<file path="config.mk">
export PLATFORM = sky130hd
export DESIGN_NAME = spi_pattern_gen
export DESIGN_NICKNAME = d
export VERILOG_FILES = /design/src/rtl/spi_pattern_gen.sv
export SDC_FILE = /design/constraint.sdc
export NUM_CORES = 1
export LEC_CHECK = 0
export BUFFER_PORTS_ARGS = -buffer_cell sky130_fd_sc_hd__buf_4
export CORE_ASPECT_RATIO = 0.8
export CORE_MARGIN = 5
export CORE_UTILIZATION = 44
export CTS_BUF_LIST = sky130_fd_sc_hd__clkbuf_16
export DETAILED_ROUTE_END_ITERATION = 7
export SYNTH_ARGS = -nofsm -noshare
export SYNTH_HDL_FRONTEND = slang
export SYNTH_SLANG_ARGS = --single-unit
</file>
<file path="constraint.sdc">
create_clock -name clk -period 3.5 [get_ports clk]
set_clock_uncertainty 0.05 [all_clocks]
set_input_delay 0.35 -clock clk [delete_from_list [all_inputs] [get_ports clk]]
set_output_delay 0.35 -clock clk [all_outputs]
set_load 0.05 [all_outputs]
</file>
<file path="src/rtl/spi_pattern_gen.sv">
// Frame pattern generator feeding the SPI transmit FIFO write side.
// Emits FRAME_LEN bytes counting up from FIRST_CHAR per frame.
module spi_pattern_gen #(
  parameter int              DATA       = 8,
  parameter int              FIFO_DEPTH = 16,
  parameter int              FRAME_LEN  = 9,
  parameter logic [DATA-1:0] FIRST_CHAR = 8'h31,
  parameter int              GAP        = 0
) (
  input  logic            clk,
  input  logic            rst,
  input  logic            start,
  input  logic [15:0]     frames,
  input  logic            stop,
  input  logic            inject_err,
  input  logic            full,
  output logic            wr,
  output logic [DATA-1:0] wdata,
  output logic            busy,
  output logic            done,
  output logic [15:0]     frame_cnt
);

  if (FRAME_LEN < 1 || FRAME_LEN > 255 || FIFO_DEPTH < 1) begin : g_bad_param
    $error("spi_pattern_gen: illegal FRAME_LEN or FIFO_DEPTH");
  end

  typedef enum logic [1:0] {
    S_IDLE,
    S_WRITE,
    S_GAP,
    S_DONE
  } state_t;

  localparam logic [7:0]  LAST     = 8'(FRAME_LEN - 1);
  localparam logic [15:0] GAP_LAST = 16'(GAP - 1);

  state_t      state;
  state_t      state_d;
  logic [7:0]  idx;
  logic [15:0] frames_q;
  logic [15:0] gap_cnt;
  logic        err_q;
  logic        stop_q;
  logic        accept;
  logic        run_end;
  logic        bad_byte;

  assign accept  = (state == S_IDLE) && start;
  assign run_end = ((frames_q != '0) && (frame_cnt + 16'd1 == frames_q))
                   || stop_q || stop;

  // Corrupted frame repeats the previous byte in its last slot
  assign bad_byte = err_q && (frame_cnt == '0) && (idx == LAST);
  assign wdata    = FIRST_CHAR + DATA'(idx)
                    - (bad_byte ? DATA'(1) : DATA'(0));

  assign busy = (state != S_IDLE);
  assign done = (state == S_DONE);

  always_ff @(posedge clk) begin
    if (rst) begin
      state <= S_IDLE;
    end else begin
      state <= state_d;
    end
  end

  always_comb begin
    state_d = state;
    wr      = 1'b0;
    unique case (state)
      S_IDLE: begin
        if (start) state_d = S_WRITE;
      end
      S_WRITE: begin
        wr = !full;
        if (wr && (idx == LAST)) begin
          if (run_end)      state_d = S_DONE;
          else if (GAP > 0) state_d = S_GAP;
        end
      end
      S_GAP: begin
        if (gap_cnt == GAP_LAST) state_d = S_WRITE;
      end
      S_DONE: begin
        state_d = S_IDLE;
      end
      default: state_d = S_IDLE;
    endcase
  end

  always_ff @(posedge clk) begin
    if (rst) begin
      idx       <= '0;
      frame_cnt <= '0;
      frames_q  <= '0;
      err_q     <= 1'b0;
      stop_q    <= 1'b0;
      gap_cnt   <= '0;
    end else begin
      if (accept) begin
        frames_q  <= frames;
        err_q     <= inject_err;
        idx       <= '0;
        frame_cnt <= '0;
        stop_q    <= 1'b0;
      end else begin
        if (busy && stop) stop_q <= 1'b1;
        if (wr) begin
          if (idx == LAST) begin
            idx       <= '0;
            frame_cnt <= frame_cnt + 16'd1;
            err_q     <= 1'b0;
          end else begin
            idx <= idx + 8'd1;
          end
        end
      end
      gap_cnt <= (state == S_GAP) ? gap_cnt + 16'd1 : '0;
    end
  end

endmodule

</file>
Word-level counts from Yosys, hierarchy flattened:

Index checks and enable logic that the tools add are counted.

* reduce and logical (&&, ||, !) cells: 20
* equal/unequal tests: 10
* $add $sub $neg: 5
* mux-type cells: 11
* bitwise logic cells: 1

Operators with widths (number)
* 16-bit by 1-bit adder with 16-bit output, second input constant: 2
* 16-bit equality test: 1
* 16-bit equality test, second input constant: 1
* 16-bit zero test: 1
* 16-bit nonzero test: 1
* 6-bit by 8-bit adder with 8-bit output, first input constant: 1
* 8-bit by 1-bit adder with 8-bit output, second input constant: 1
* 8-bit by 4-bit equality test with 1-bit output, second input constant: 1
* 2-bit 2-to-1 mux: 4
* 8-bit 2-to-1 mux: 1
* 2-bit inequality test, second input constant: 4
* 2-bit one-hot mux with 4 select lines: 1
* 8-bit by 1-bit subtractor with 8-bit output: 1
* 1-bit logical AND: 6
* 2-bit nonzero test: 3
* 1-bit 2-to-1 mux: 5
* 2-bit equality test, second input constant: 2
* 2-bit AND reduction: 2
* 4-bit AND reduction: 1
* 2-bit OR reduction: 2
* 2-bit by 1-bit equality test with 1-bit output, second input constant: 1
* 2-bit zero test: 1
* 1-bit logical OR: 2
* 1-bit zero test: 1
* 1-bit NOT: 1

* input bits: 22
* flip-flop bits (word level): 60

Depth between registers and ports, before layout:

* word-level depth: 8
* depth in mapped cells: 9
* depth with buffers taken out: 8

Least setup slack after synthesis:

OpenSTA, ideal clock, no wires.

* path kind: reg-to-output
* start: register frame_cnt[0]
* end: output wdata[0]
* data required time: 3.100 ns
* path buffers: 1
* setup slack: 0.834 ns
* arrival time: 2.266 ns
* cell stages (with the launch flop): 8
* cell sequence: dfxtp_1 > buf_2 > inv_1 > ha_1 > nor4b_1 > nand4_1 > nor3_1 > xnor2_1

* longest elaborated chain between the ends: 5

RTL lines
* start, declared: RTL line 21 `output logic [15:0] frame_cnt`
* start signal, assigned: RTL line 113 `frame_cnt <= frame_cnt + 16'd1;`
* 16-bit zero test: RTL line 54 `assign bad_byte = err_q && (frame_cnt == '0) && (idx == LAST);`
* 1-bit logical AND (2 in series): RTL line 54
* 1-bit 2-to-1 mux: RTL line 56 `- (bad_byte ? DATA'(1) : DATA'(0));`
* 8-bit by 1-bit subtractor with 8-bit output: RTL line 56
* end, declared: RTL line 18 `output logic [DATA-1:0] wdata,`

Every way passes these cells.

Worst setup path in the final report:

Same ends and word-level chain as after synthesis.

==> impl_metrics.sql <==
INSERT INTO impl_metrics (metric_group, metric, value, unit) VALUES
('floorplanning', 'placeableCoreArea', '7497', 'um^2'),
('pwr', 'comb_power_share', '6.2', '%'),
('placement', 'place.gp.congestion', '0.9330', ''),
('critical_path', 'r2r_end', 'frame_cnt[14]$_SDFFE_PP0P_', ''),
('timing', 'finalWorstSetupSlack', '1.031', 'ns'),
('floorplanning', 'floorplan_die_area', '9693', 'um^2'),
('route', 'dr.pass1.iters', '4', ''),
('logic_synthesis', 'synth.area.top_cells', 'sky130_fd_sc_hd__dfxtp_1 (35%), sky130_fd_sc_hd__xnor2_1 (8.7%), sky130_fd_sc_hd__xor2_1 (6.1%)', ''),
('grt', 'largest_net_degree_at_the_start_of_global_routing', '24', ''),
('logic_synthesis', 'synth.distinct_cells', '52', ''),
('placement', 'port-buffer-count', '48', ''),
('route', 'routed_wire_length_per_instance', '14.52', 'um'),
('pwr', 'p_switching', '398.8', 'uW'),
('critical_path', 'worst_r2r_path_depth', '7', ''),
('logic_synthesis', 'async_flop_share', '0', '%'),
('logic_synthesis', 'synth_seq_area_share', '34.93', '%'),
('critical_path', 'critPathMaxStageDelay', '0.43', 'ns'),
('grt', 'grt_pass1_vias', '2733', ''),
('logic_synthesis', 'synthesis.area_per_instance', '8.148', 'um^2'),
('grt', 'grt.total_usage', '18.23', '%'),
('floorplanning', 'initial_core_util', '45.86', '%'),
('clock_tree', 'cts.path.max_buffers', '2', ''),
('route', 'vias', '2985', ''),
('placement', 'dpl_worst_slack', '1.078', 'ns'),
('critical_path', 'worstPathRequired', '3.10', 'ns'),
('grt', 'grt_first_pass_wirelength', '13.74', 'mm'),
('critical_path', 'critical_path_peak_fanout', '10', ''),
('final_layout', 'num-fill-cells', '723', ''),
('pwr', 'vdd.ir_drop.worst', '0.2509', 'mV'),
('timing', 'final.min_clock_period', '2.469', 'ns'),
('clock_tree', 'worstSkewPairLatency', '0.32', 'ns'),
('timing', 'fin_crit_sh', '70.54', '%'),
('clock_tree', 'htree_levels', '3', ''),
('logic_synthesis', 'synthesis.yosys.warnings', '0', ''),
('logic_synthesis', 'post_synth_most_frequent_cells', 'sky130_fd_sc_hd__dfxtp_1 (60), sky130_fd_sc_hd__nand2_1 (54), sky130_fd_sc_hd__nor2_1 (46)', ''),
('timing', 'drv_slew', '0', ''),
('placement', 'detailed_place_hpwl', '6.067', 'mm'),
('final_layout', 'drive_gt1_share', '16.34', '%'),
('timing', 'unrepaired_setup_endpoints_after_global_routing', 'false', ''),
('outcome', 'run_status', 'completed', ''),
('hold_path', 'worst_hold_path_type', 'in -> reg', ''),
('route', 'detail_route.wirelength', '8.277', 'mm'),
('pwr', 'report.power.total', '1.764', 'mW'),
('run', 'maxCapViolations', '0', ''),
('floorplanning', 'design.portCount', '49', ''),
('floorplanning', 'die-height', '89.07', 'um'),
('critical_path', 'crit_cells', '7', ''),
('critical_path', 'setup.reg_to_reg.worst_slack', '1.06', 'ns'),
('logic_synthesis', 'synth_edf_count', '0', ''),
('critical_path', 'cp_slowest_cell', 'sky130_fd_sc_hd__dfxtp_1', ''),
('pwr', 'power.clock.fraction', '53.3', '%'),
('clock_tree', 'clock-root-buffer', 'sky130_fd_sc_hd__clkbuf_16', ''),
('timing', 'setup_viol', '0', ''),
('critical_path', 'worstPathCellList', 'inv_1, ha_1, nor4b_1, nand4_1, nor3_1, xnor2_1, buf_4', ''),
('route', 'route.detailed.drc', '0', ''),
('route', 'first_iter_violations', '119', ''),
('floorplanning', 'rows', '28', ''),
('pwr', 'power_frac_seq', '40.5', '%'),
('logic_synthesis', 'mappedNetlistNets', '457', ''),
('timing', 'relSlewSlack', '44.70', '%'),
('grt', 'global_route.overflow_total', '0', ''),
('final_layout', 'area_used_by_multi_input_combinational_logic', '2043', 'um^2'),
('route', 'drt.antenna.violating_nets', '0', ''),
('pwr', 'power.switching_fraction', '22.61', '%'),
('final_layout', 'final_nets', '495', ''),
('critical_path', 'worst_setup_path_end_kind', 'primary output', ''),
('pwr', 'total_leakage_power', '1.547', 'nW'),
('clock_tree', 'cts.hold.buffers_added', '0', ''),
('critical_path', 'cp.arrival', '2.07', 'ns'),
('critical_path', 'critical_path_buf_inv_count', '2', ''),
('logic_synthesis', 'synth_area_leader_cell', 'sky130_fd_sc_hd__dfxtp_1', '');
## sequential cells by signal, summed over array words and instances, names as in the netlist
register	count
idx	8
state	2
stop_q	1
frame_cnt	16
err_q	1
frames_q	16
gap_cnt	16
## worst min-delay path by stage
stage / start / to / slack, ns / cells after the start
3_5_place_dp: err_q$_SDFFE_PP0P_ / err_q$_SDFFE_PP0P_ / 0.41 / 2
2_1_floorplan: stop_q$_SDFFE_PP0P_ / stop_q$_SDFFE_PP0P_ / 0.38 / 2
5_1_grt: frames[4] / frames_q[4]$_SDFFE_PP0P_ / 0.22 / 3
6_report: frames[5] / frames_q[5]$_SDFFE_PP0P_ / 0.23 / 3
3_3_place_gp: stop_q$_SDFFE_PP0P_ / stop_q$_SDFFE_PP0P_ / 0.40 / 2
4_1_cts: frames[10] / frames_q[10]$_SDFFE_PP0P_ / 0.22 / 3
## layout by cell type (no fill, tap or decap), types with 9 or more instances in the layout
cell type,instances
sky130_fd_sc_hd__a21oi_1,29
sky130_fd_sc_hd__ha_1,13
sky130_fd_sc_hd__nand4_1,13
sky130_fd_sc_hd__dfxtp_1,60
sky130_fd_sc_hd__xnor2_1,34
sky130_fd_sc_hd__nor2_1,46
sky130_fd_sc_hd__inv_1,23
sky130_fd_sc_hd__nor4_1,11
sky130_fd_sc_hd__nand2_1,54
sky130_fd_sc_hd__nor3_1,10
sky130_fd_sc_hd__xor2_1,24
sky130_fd_sc_hd__clkbuf_16,9
sky130_fd_sc_hd__nand3_1,18
sky130_fd_sc_hd__buf_4,48
## logic make-up after synthesis
family	Yosys count	synth area share, %
flip-flops	60	34.93
buffers and inverters	43	5.640
AO/OA/AOI/OAI	53	9.462
AND/OR/NAND/NOR	195	30.46
XOR/XNOR	58	14.77
adder cells (fa/ha/maj)	13	4.731
## power by group through the flow
stage	Clock, mW	Sequential [mW]	Combinational, mW
2_1_floorplan	0	0.722	0.0750
3_3_place_gp	0	0.728	0.108
3_5_place_dp	0	0.728	0.109
4_1_cts	0.955	0.714	0.110
5_1_grt	0.987	0.716	0.121
6_report	0.941	0.714	0.109
## metal layers
| layer | share of wire [%] | track usage, % | vias to the layer above |
|---|---|---|---|
| met5 | 0 | 0 | - |
| met4 | 1.2 | 6.422 | 0 |
| met3 | 6.0 | 4.116 | 8 |
| met2 | 42 | 26.19 | 84 |
| met1 | 51 | 26.66 | 1374 |
| li1 | - | - | 1519 |
## worst reg2reg max path: cells and delay by family (launching register included)
kind	cells	cell delay (ns)
AND/OR/NAND/NOR	5	1.18
XOR/XNOR	1	0.15
flip-flops	1	0.57
adder cells (fa/ha/maj)	1	0.37
## area by class of cell
type	count	share of cell area, %
clock buffer	9	5.446
clock inverter	7	2.209
inverter	22	1.997
multi-input combinational	319	49.41
sequential	60	29.05
tap	105	3.177
timing repair buffer	48	8.714
## stage by stage
step,instances,hold slack [ns],cell area [um^2]
after floorplan,422,0.3816,3438
after global placement,554,0.3960,3819
after detailed placement,554,0.4104,3819
after CTS,570,0.2168,4135
after global routing,570,0.2243,4135
final,570,0.2264,4135
Power figures use the tool's default switching activity.
